$ cat src/rtl/ram_rr_arbiter.sv
// ram_rr_arbiter: independent round-robin write/read arbitration of N_REQ clients onto one simple dual-port RAM
module ram_rr_arbiter #(
    parameter int MEM_WIDTH = 8,
    parameter int MEM_DEPTH = 256,
    parameter int ADDR_SIZE = $clog2(MEM_DEPTH),
    parameter int N_REQ     = 4
) (
    input  logic                       clk,
    input  logic                       rst,
    input  logic [N_REQ-1:0]           wr_req,
    input  logic [N_REQ*ADDR_SIZE-1:0] wr_addr,
    input  logic [N_REQ*MEM_WIDTH-1:0] wr_data,
    output logic [N_REQ-1:0]           wr_gnt,
    input  logic [N_REQ-1:0]           rd_req,
    input  logic [N_REQ*ADDR_SIZE-1:0] rd_addr,
    output logic [N_REQ-1:0]           rd_gnt,
    output logic [N_REQ-1:0]           rd_valid,
    output logic [MEM_WIDTH-1:0]       rd_data,
    output logic                       ram_wr_en,
    output logic [ADDR_SIZE-1:0]       ram_addr_wr,
    output logic [MEM_WIDTH-1:0]       ram_din,
    output logic                       ram_rd_en,
    output logic [ADDR_SIZE-1:0]       ram_addr_rd,
    input  logic [MEM_WIDTH-1:0]       ram_dout
);
    localparam int PW = $clog2(N_REQ);

    logic [PW-1:0] wr_ptr, rd_ptr;

    // search begins just after the last winner, so that winner ends up lowest priority
    function automatic logic [N_REQ-1:0] rr_pick(input logic [N_REQ-1:0] req, input logic [PW-1:0] ptr);
        logic [N_REQ-1:0] g;
        logic found;
        logic [PW-1:0] idx;
        g = '0;
        found = 1'b0;
        for (int k = 1; k <= N_REQ; k++) begin
            idx = PW'((int'(ptr) + k) % N_REQ);
            if (!found && req[idx]) begin
                g[idx] = 1'b1;
                found = 1'b1;
            end
        end
        return g;
    endfunction

    function automatic logic [PW-1:0] enc(input logic [N_REQ-1:0] g);
        logic [PW-1:0] e;
        e = '0;
        for (int i = 0; i < N_REQ; i++)
            if (g[i]) e = PW'(i);
        return e;
    endfunction

    always_comb begin
        wr_gnt      = rst ? '0 : rr_pick(wr_req, wr_ptr);
        rd_gnt      = rst ? '0 : rr_pick(rd_req, rd_ptr);
        ram_addr_wr = '0;
        ram_din     = '0;
        ram_addr_rd = '0;
        for (int i = 0; i < N_REQ; i++) begin
            if (wr_gnt[i]) begin
                ram_addr_wr = wr_addr[i*ADDR_SIZE +: ADDR_SIZE];
                ram_din     = wr_data[i*MEM_WIDTH +: MEM_WIDTH];
            end
            if (rd_gnt[i]) ram_addr_rd = rd_addr[i*ADDR_SIZE +: ADDR_SIZE];
        end
    end

    assign ram_wr_en = |wr_gnt;
    assign ram_rd_en = |rd_gnt;
    assign rd_data   = ram_dout;

    // rd_valid doubles as the read-pending flag: it marks which client owns ram_dout this cycle
    always_ff @(posedge clk or posedge rst) begin
        if (rst) begin
            wr_ptr   <= PW'(N_REQ - 1);
            rd_ptr   <= PW'(N_REQ - 1);
            rd_valid <= '0;
        end else begin
            if (|wr_gnt) wr_ptr <= enc(wr_gnt);
            if (|rd_gnt) rd_ptr <= enc(rd_gnt);
            rd_valid <= rd_gnt;
        end
    end
endmodule

$ cat config.mk
export PLATFORM = sky130hd
export DESIGN_NAME = ram_rr_arbiter
export DESIGN_NICKNAME = d
export VERILOG_FILES = /design/src/rtl/ram_rr_arbiter.sv
export SDC_FILE = /design/constraint.sdc
export NUM_CORES = 1
export LEC_CHECK = 0
export BUFFER_PORTS_ARGS = -buffer_cell sky130_fd_sc_hd__buf_2
export CELL_PAD_IN_SITES_DETAIL_PLACEMENT = 1
export CELL_PAD_IN_SITES_GLOBAL_PLACEMENT = 1
export CORE_ASPECT_RATIO = 0.5
export CORE_MARGIN = 10
export CORE_UTILIZATION = 28
export CTS_CLUSTER_SIZE = 25
export DETAILED_ROUTE_END_ITERATION = 10
export PLACE_DENSITY_LB_ADDON = 0.1
export SLEW_MARGIN = 20
export SYNTH_ARGS = -nofsm -noshare
export SYNTH_HDL_FRONTEND = slang
export SYNTH_SLANG_ARGS = --single-unit
$ cat constraint.sdc
create_clock -name clk -period 5.4 [get_ports clk]
set_clock_uncertainty 0.2 [all_clocks]
set_input_delay 0.54 -clock clk [delete_from_list [all_inputs] [get_ports clk]]
set_output_delay 0.54 -clock clk [all_outputs]
set_load 0.01 [all_outputs]
==> metrics.cfg, run 1 <==
[sta]
clock.fmax_ghz=0.1996
slew_violations=0
rsz0062_at_grt=false
tightest_slew_ns=0.7481
whs_ns=0.2848
fin_tns_setup_ns=0
hold_violations=0
max-slew-margin-rel_pct=50.01
period_share_pct=92.77
setup_viol=0
period_minus_slack_ns=5.010

[global_route]
grt_pass1_wl_um=14190
grt_pass1_vias=2755
grt_max_degree=23
track_usage_pct=13.78
grt-ovfl-total=0
antenna_found_initial=0

[synth]
yosys_most_used_dff=dfstp_2
postSynthAreaPerCell_um2=8.231
synth_warnings=0
syn_nets=398
synth.top_cells.by_count=inv_1, mux2i_1, nand3_1, ha_1, nor2_1
ys_types=52
yosys-top-cells-area=mux2i_1, ha_1, mux4_2, o221ai_2, dfstp_2
ys_seq_elements=8
synth_top_area_share_pct=9.529
ys_seq_area_share_pct=9.302
synth-edff-count=0
synth_top_area_cell=mux2i_1
netlist_area_um2=2206
async_flop_share_pct=100.0
syn_inst=268
synth.most_common_cell=inv_1

[power]
p_total_mw=2.062
power.internal_mw=0.9360
switching_share_pct=54.60
peakVddDrop_uv=208.3
pwr-share-comb_pct=85.7
leakage_nw=1.602
power_density_nw_per_um2=681.2
pwr-share-seq_pct=8.2
power_switching_mw=1.126
clkPwrFrac_pct=6.1

[routing]
drtAntennaViolNets=0
firstDrtPassIters=4
drc_errors=0
wl_um=9151
wl_per_cell_um=18.23
via_per_inst=5.183
via_count=2602
dr.first_iter.drc_count=136

[floorplanning]
dieWidth_um=145.5
num_rows=22
initial_core_util_pct=29.46
dieArea_um2=12040
die_h_um=82.76
core_um2=7487
boundaryPins=160

[final_layout]
postLayoutCellArea_um2=3027
nets=525
final_cells=502
drive_above_1_share_pct=45.94
area.growth.synth_to_final_pct=37.21
fillers=947
diodes=0

[status]
outcome=complete, no violations

[cts]
cts_buffers=3
postCtsHoldBufs=0
cts_tree=built
cts_root_buf=clkbuf_16
path_clk_slew_ns=0.04
clock_sinks=8
cts_resized=0
htreeDepth=1
postCtsSetupBuffers=0
clockBufferDepth=2
clk_latency_ns=0.23

[worst_setup_path]
slowest_stage=dfstp_2
criticalPathCategory=reg2out
cp-start-kind=flop
path_cells=inv_1, ha_1, mux2i_2, or4b_1, a211o_1, o21a_1, or4_4, o221ai_1, buf_2
cpPeakStageDelay_ns=0.77
crit_required_ns=4.66
cp_max_fo=22
crit_path_end_kind=primary output
worstPathArrival_ns=4.27

[placement]
finalWeightedCongestion=0.8753
io_buffers=143
dpl_cell_area_um2=2948
dp_hpwl_um=7642
dp_cells=498

[flow_run]
maxCapViolations=0

[hold_path]
hp-class=in2async

kinds of logic (layout without fill, tap and decap cells):
kind of cell	after synthesis	in the layout	share of synthesized area (%)
muxes	31	31	19.00
DFF	8	8	9.302
and+or+nand+nor	90	90	23.26
buffers and inverters	52	178	11.40
AOI/OAI and AO/OA	71	71	27.96
adders and majority gates	16	16	9.075
per-layer routing:
metal	track usage (%)	routed length [um]	vias up
met5	0	0	-
met4	2.204	26	0
met3	2.659	517	10
met2	24.91	4441	93
met1	17.26	4166	1241
li1	-	-	1258
worst max-delay path, delay by kind of cell (launching register included):
family | cells | cell delay [ns]
multiplexers | 1 | 0.35
buffers and inverters | 2 | 0.38
flip-flops | 1 | 0.77
adder cells (fa/ha/maj) | 1 | 0.44
AO/OA/AOI/OAI | 3 | 0.87
AND/OR/NAND/NOR | 2 | 1.21
through the flow:
step | setup slack, ns | utilization, %
after floorplan | 1.267 | -
after global placement | 0.7687 | 39.37
after detailed placement | 0.6386 | 39.37
after CTS | 0.4015 | 40.42
after global routing | 0.1683 | 40.42
final | 0.3902 | 40.42
layout by cell type, fill, tap and decap left out, types with 6 or more instances in the layout:
| cell | instances |
|---|---|
| mux2i_1 | 21 |
| inv_1 | 24 |
| and3b_1 | 8 |
| a32oi_1 | 8 |
| buf_4 | 6 |
| and2_1 | 14 |
| nor2_1 | 15 |
| nand2b_1 | 9 |
| mux4_2 | 7 |
| nand2_1 | 10 |
| nand3_1 | 21 |
| ha_1 | 16 |
| buf_2 | 143 |
| o221ai_2 | 10 |
| a211oi_1 | 12 |
power by group through the flow:
| stage | clock, mW | sequential [mW] | combinational [mW] |
|---|---|---|---|
| finish | 0.125 | 0.169 | 1.77 |
| global route | 0.135 | 0.179 | 1.96 |
| CTS | 0.128 | 0.171 | 1.79 |
| detailed placement | 0 | 0.172 | 1.79 |
| global placement | 0 | 0.167 | 1.75 |
| floorplan | 0 | 0.126 | 1.29 |
path summary, 6_finish.rpt:
check | startpoint | to | slack (ns) | depth (start not counted)
setup / recovery | wr_ptr[0] | ram_addr_wr[5] | 0.39 | 9
hold / removal | rst | rd_valid[2] | 0.28 | 2
setup reg to reg | wr_ptr[0] | wr_ptr[1] | 1.38 | 8
hold reg to reg | wr_ptr[1] | wr_ptr[1] | 0.46 | 1
max in group asynchronous | rst | wr_ptr[1] | 4.34 | 2
min in group clk | wr_ptr[1] | wr_ptr[1] | 0.46 | 1
area by class of cell:
class	instances	area [um2]	share of cell area, %
tap	108	135.1	4.465
timing repair buffer	149	760.7	25.13
sequential	8	205.2	6.780
inverter	25	93.84	3.100
multi-input combinational	208	1753	57.92
clock buffer	4	78.83	2.604
registers in the layout, indices dropped and copies added (netlist names):
name and count:
wr_ptr 2, rd_valid 4, rd_ptr 2
Power figures use the tool's default switching activity.
==> run 2: changes to the inputs <==
==> constraint.sdc (replaced) <==
create_clock -name clk -period 5.4 [get_ports clk]
set_clock_uncertainty 0.2 [all_clocks]
set_input_delay 1.62 -clock clk [delete_from_list [all_inputs] [get_ports clk]]
set_output_delay 1.62 -clock clk [all_outputs]
set_load 0.01 [all_outputs]
==> metrics.cfg, run 2 (same netlist as run 1, synthesis figures left out) <==
[cts]
clk_latency_ns=0.23  ; about the same
cts_buffers=3  ; unchanged
clockBufferDepth=2  ; unchanged
clock_sinks=8  ; unchanged
cts_tree=built
cts_root_buf=clkbuf_16
htreeDepth=1  ; unchanged
path_clk_slew_ns=0.04  ; about the same

[final_layout]
nets=570  ; +8.6%
layout_common_cells=buf_2, buf_4, inv_1
regMostFlops=rd_valid
top_regs=rd_valid (4), rd_ptr (2), wr_ptr (2)
ff_latch_area_um2=205.2  ; unchanged
largest_register_ffs=4  ; unchanged
mostFrequentLayoutCell=buf_2
diodes=0  ; unchanged
drive_above_1_share_pct=59.36  ; +13 points
multi_input_area_um2=2013  ; +15%
fin_util_pct=49.93  ; +9.5 points
area.growth.synth_to_final_pct=69.48
fillers=928  ; -2.0%

[worst_setup_path]
worstPathArrival_ns=3.82  ; -0.45 ns
crit_required_ns=3.58  ; -1.08 ns
cp_max_fo=7  ; -68%
startpoint=wr_req[2]
criticalPathCategory=in2out
r2r-start=wr_ptr[0]
cp-start-kind=input port
crit_path_end_kind=primary output

[sta]
hold_violations=0  ; unchanged
tightest_slew_ns=0.4385  ; -0.3095 ns
period_minus_slack_ns=5.645  ; +0.6351 ns
rsz0062_at_grt=true
clock.fmax_ghz=0.1772  ; -11%
setup_viol=24  ; +24
slew_violations=0  ; unchanged
period_share_pct=104.5  ; +12 points
fin_ws_ns=-0.2449  ; -0.6351 ns
max-slew-margin-rel_pct=70.57  ; +21 points

[global_route]
grt-ovfl-total=0  ; unchanged
grt_pass1_wl_um=15890  ; +12%
track_usage_pct=15.68  ; +1.9 points
grt_max_degree=22  ; -4.3%
antenna_found_initial=0  ; unchanged
grt_pass1_vias=3008  ; +9.2%

[floorplanning]
die_h_um=82.76  ; unchanged
boundaryPins=160  ; unchanged
initial_core_util_pct=29.46  ; unchanged
dieWidth_um=145.5  ; unchanged
dieArea_um2=12040  ; unchanged
num_rows=22  ; unchanged
core_um2=7487  ; unchanged

[placement]
io_buffers=143  ; unchanged
dp_hpwl_um=8171  ; +6.9%
finalWeightedCongestion=0.8402  ; -4.0%
dp_slack_ns=-0.3325  ; -0.9712 ns

[routing]
wl_um=10820  ; +18%
drtAntennaViolNets=0  ; unchanged
via_per_inst=5.260  ; +1.5%
wl_per_cell_um=19.82  ; +8.7%
via_count=2872  ; +10%
drc_errors=0  ; unchanged
firstDrtPassIters=4  ; unchanged
dr.first_iter.drc_count=100  ; -26%

[status]
failed_checks=negative setup slack
outcome=complete, but fails checks

[power]
leakage_nw=1.913  ; +19%
peakVddDrop_uv=284.5  ; +37%
power_density_nw_per_um2=744.1  ; +9.2%

[flow_run]
maxCapViolations=0  ; unchanged

[hold_path]
min_from=rd_ptr[1]
hp-class=reg2reg

-- run 2: cell types whose count changed in the layout (fill, tap and decap cells not counted), moves of 3 or more --
cell / previous run / this run
a211oi_1: 12 / 2
a211oi_2: 0 / 10
a21oi_1: 5 / 2
buf_2: 143 / 133
buf_4: 6 / 37
buf_6: 0 / 18
nor2_1: 15 / 11
nor2_4: 0 / 3
-- run 2: path summary, 6_finish.rpt --
check,depth (start not counted),endpoint,slack [ns]
setup / recovery,10,ram_din[6],-0.24
hold / removal,2,rd_ptr[1],0.47
setup reg to reg,11,wr_ptr[1],2.03
hold reg to reg,2,rd_ptr[1],0.47
max in group asynchronous,3,wr_ptr[0],3.40
min in group asynchronous,3,rd_valid[2],1.35
-- run 2: metrics by stage --
| stage | TNS (ns) | power (mW) | instance area (um2) | hold WS [ns] | cells |
|---|---|---|---|---|---|
| 2_1_floorplan | -0.4439 | 1.439 | 2232 | 0.4013 | 268 |
| 3_3_place_gp | -3.736 | 2.190 | 3211 | 0.4679 | 527 |
| 3_5_place_dp | -5.222 | 2.236 | 3211 | 0.4758 | 527 |
| 4_1_cts | -2.472 | 2.599 | 3540 | 0.4813 | 539 |
| 5_1_grt | -5.298 | 3.003 | 3739 | 0.5125 | 546 |
| 6_report | -3.164 | 2.782 | 3739 | 0.4715 | 546 |
-- run 2: where the power goes --
| group | total [mW] | internal, mW | switching (mW) | leakage (nW) |
|---|---|---|---|---|
| registers | 0.130 | 0.0997 | 0.0308 | 0.0954 |
| clock network | 0.124 | 0.0955 | 0.0288 | 0.0370 |
| logic | 2.53 | 1.19 | 1.34 | 1.78 |
-- run 2: layout make-up --
cell class / count / share of cell area (%)
Timing Repair Buffer: 192 / 32.53
Inverter: 25 / 2.510
Clock buffer: 3 / 2.008
Multi-Input combinational cell: 210 / 53.85
Tap cell: 108 / 3.614
Sequential cell: 8 / 5.489
-- run 2: timing repair --
item / 4_1_cts / 5_1_grt
setup endpoints to repair: 25 / 26
pin swaps: 16 / 12
setup buffers: 3 / 6
endpoints found under the hold margin: 0 / 0
resized for setup: 47 / 37
hold buffers: 0 / 0
gates cloned: 6 / 1
-- run 2: worst max-delay path, stage by stage --
cell	delay [ns]
buf_6	0.11
mux2i_1	0.25
buf_4	0.18
o22ai_1	0.08
a211o_1	0.32
a21oi_2	0.20
inv_2	0.08
or4_4	0.61
o221ai_1	0.21
buf_2	0.17
-- run 2: routing by layer --
| layer | vias to the layer above | track usage [%] | wire (um) |
|---|---|---|---|
| met4 | 0 | 2.605 | 82 |
| li1 | 1360 | - | - |
| met5 | - | 0 | 0 |
| met2 | 101 | 29.42 | 5485 |
| met3 | 16 | 3.798 | 590 |
| met1 | 1395 | 18.43 | 4661 |
==> run 3: changes to the inputs <==
- BUFFER_PORTS_ARGS: -buffer_cell sky130_fd_sc_hd__buf_2 -> -buffer_cell sky130_fd_sc_hd__clkbuf_2
==> metrics.cfg, run 3 (same netlist as run 1, synthesis figures left out) <==
[status]
outcome=complete, but fails checks
failed_checks=negative setup slack

[floorplanning]
dieArea_um2=12040  ; unchanged
dieWidth_um=145.5  ; unchanged
initial_core_util_pct=29.46  ; unchanged
die_h_um=82.76  ; unchanged
core_um2=7487  ; unchanged
num_rows=22  ; unchanged
boundaryPins=160  ; unchanged

[cts]
clock_sinks=8  ; unchanged
cts_tree=built
htreeDepth=1  ; unchanged
clockBufferDepth=2  ; unchanged
cts_root_buf=clkbuf_16
cts_buffers=3  ; unchanged
path_clk_slew_ns=0.04  ; about the same
postCtsHoldBufs=0  ; unchanged
clk_latency_ns=0.23  ; about the same

[placement]
dp_hpwl_um=8046  ; -1.5%
dp_cells=526  ; -0.19%
dp_slack_ns=-0.3004  ; +0.03209 ns
io_buffers=143  ; unchanged
dpl_cell_area_um2=3191  ; -0.62%
finalWeightedCongestion=0.8570  ; +2.0%

[global_route]
grt_pass1_vias=3043  ; +1.2%
grt-ovfl-total=0  ; unchanged
grt_pass1_wl_um=15670  ; -1.4%
grt_max_degree=22  ; unchanged
antenna_found_initial=0  ; unchanged
track_usage_pct=15.47  ; -0.21 points

[final_layout]
nets=569  ; -0.18%
final_cells=545  ; -0.18%
top_regs=rd_valid (4), rd_ptr (2), wr_ptr (2)
mostFrequentLayoutCell=clkbuf_2
postLayoutCellArea_um2=3709  ; -0.80%
diodes=0  ; unchanged
fillers=939  ; +1.2%
area.growth.synth_to_final_pct=68.12
regMostFlops=rd_valid
layout_common_cells=clkbuf_2, buf_4, inv_1
drive_above_1_share_pct=58.35  ; -1.0 points
largest_register_ffs=4  ; unchanged

[sta]
fin_ws_ns=-0.2236  ; +0.02125 ns
period_share_pct=104.1  ; -0.39 points
clock.fmax_ghz=0.1778  ; +0.38%
period_minus_slack_ns=5.624  ; -0.02125 ns
rsz0062_at_grt=true
hold_violations=0  ; unchanged
whs_ns=0.4655  ; -0.005979 ns
slew_violations=0  ; unchanged
setup_viol=24  ; unchanged
tightest_slew_ns=0.3977  ; -0.04076 ns
max-slew-margin-rel_pct=73.36  ; +2.8 points

[power]
peakVddDrop_uv=281.2  ; -1.2%
leakage_nw=1.929  ; +0.82%
power_density_nw_per_um2=733.3  ; -1.5%
p_total_mw=2.719  ; -2.2%

[worst_setup_path]
path_cells=clkbuf_16, mux2i_4, or4b_1, a211o_1, o21a_1, or4_4, o221ai_2, buf_2
path_depth=8  ; -2
slowest_stage=or4_4
criticalPathCategory=in2out
worstPathArrival_ns=3.80  ; -0.02 ns
cp-start-kind=input port
crit_required_ns=3.58  ; about the same
path_delay_family=simple AND/OR/NAND/NOR gates
reg2reg_depth=11  ; unchanged
cpPeakStageDelay_ns=0.63  ; +0.02 ns
cp_max_fo=7  ; unchanged
cp_num_buf_inv=2  ; -2
crit_path_end_kind=primary output

[hold_path]
min_path_cells=2  ; unchanged
hp-class=reg2reg

[routing]
drc_errors=0  ; unchanged
wl_um=10420  ; -3.7%
wl_per_cell_um=19.12  ; -3.5%
via_per_inst=5.209  ; -0.97%
firstDrtPassIters=4  ; unchanged
dr.first_iter.drc_count=47  ; -53%
via_count=2839  ; -1.1%
drtAntennaViolNets=0  ; unchanged

[flow_run]
maxCapViolations=0  ; unchanged

[run 3: cell types whose count changed in the layout (fill, tap and decap cells not counted), sizes merged]
cell    previous run  this run
buf              192        77
clkbuf             3       118
a32o               2         1
[run 3: final timing paths]
| check | slack [ns] | to | start |
|---|---|---|---|
| max | -0.22 | ram_addr_wr[5] | wr_req[3] |
| min | 0.47 | rd_ptr[1] | rd_ptr[1] |
| max reg2reg | 2.05 | wr_ptr[0] | wr_ptr[0] |
| min reg2reg | 0.47 | rd_ptr[1] | rd_ptr[1] |
| max in group asynchronous | 3.49 | wr_ptr[0] | rst |
| min in group asynchronous | 1.26 | rd_valid[3] | rst |
[run 3: metrics by stage]
step | TNS (ns) | util, %
detailed placement | -4.942 | 42.61
global route | -5.214 | 49.53
global placement | -3.445 | 42.61
CTS | -3.130 | 46.84
finish | -3.342 | 49.53
floorplan | -0.4439 | -
[run 3: final cells by class]
class,count,area (um2),share of cell area (%)
clock buffers,3,75.07,2.024
inverters,25,93.84,2.530
multi-input cells,209,1958,52.80
flip-flops and latches,8,205.2,5.533
well taps,108,135.1,3.644
repair buffers,192,1241,33.47
[run 3: repair_timing]
item	CTS	global route
pin swaps	5	8
setup endpoints to repair	25	27
buffers inserted	6	7
gates cloned	2	1
resized for setup	36	62
[run 3: worst min-delay path: stages, from the launching register on]
cell and delay (ns):
dfstp_2 0.41, inv_1 0.15, o31ai_1 0.10
[run 3: layer usage]
layer	track usage (%)	part of all wire [%]	up-vias
met5	0	0	-
met4	2.605	1.0	0
met3	3.364	5.8	14
met2	28.64	50	99
met1	18.66	43	1374
li1	-	-	1352
[run 3: power by group]
part           total (mW)  leakage (nW)  switching [mW]  internal, mW
sequential          0.130        0.0954          0.0302        0.0997
clock               0.126        0.0370          0.0300        0.0956
combinational        2.46          1.80            1.30          1.17
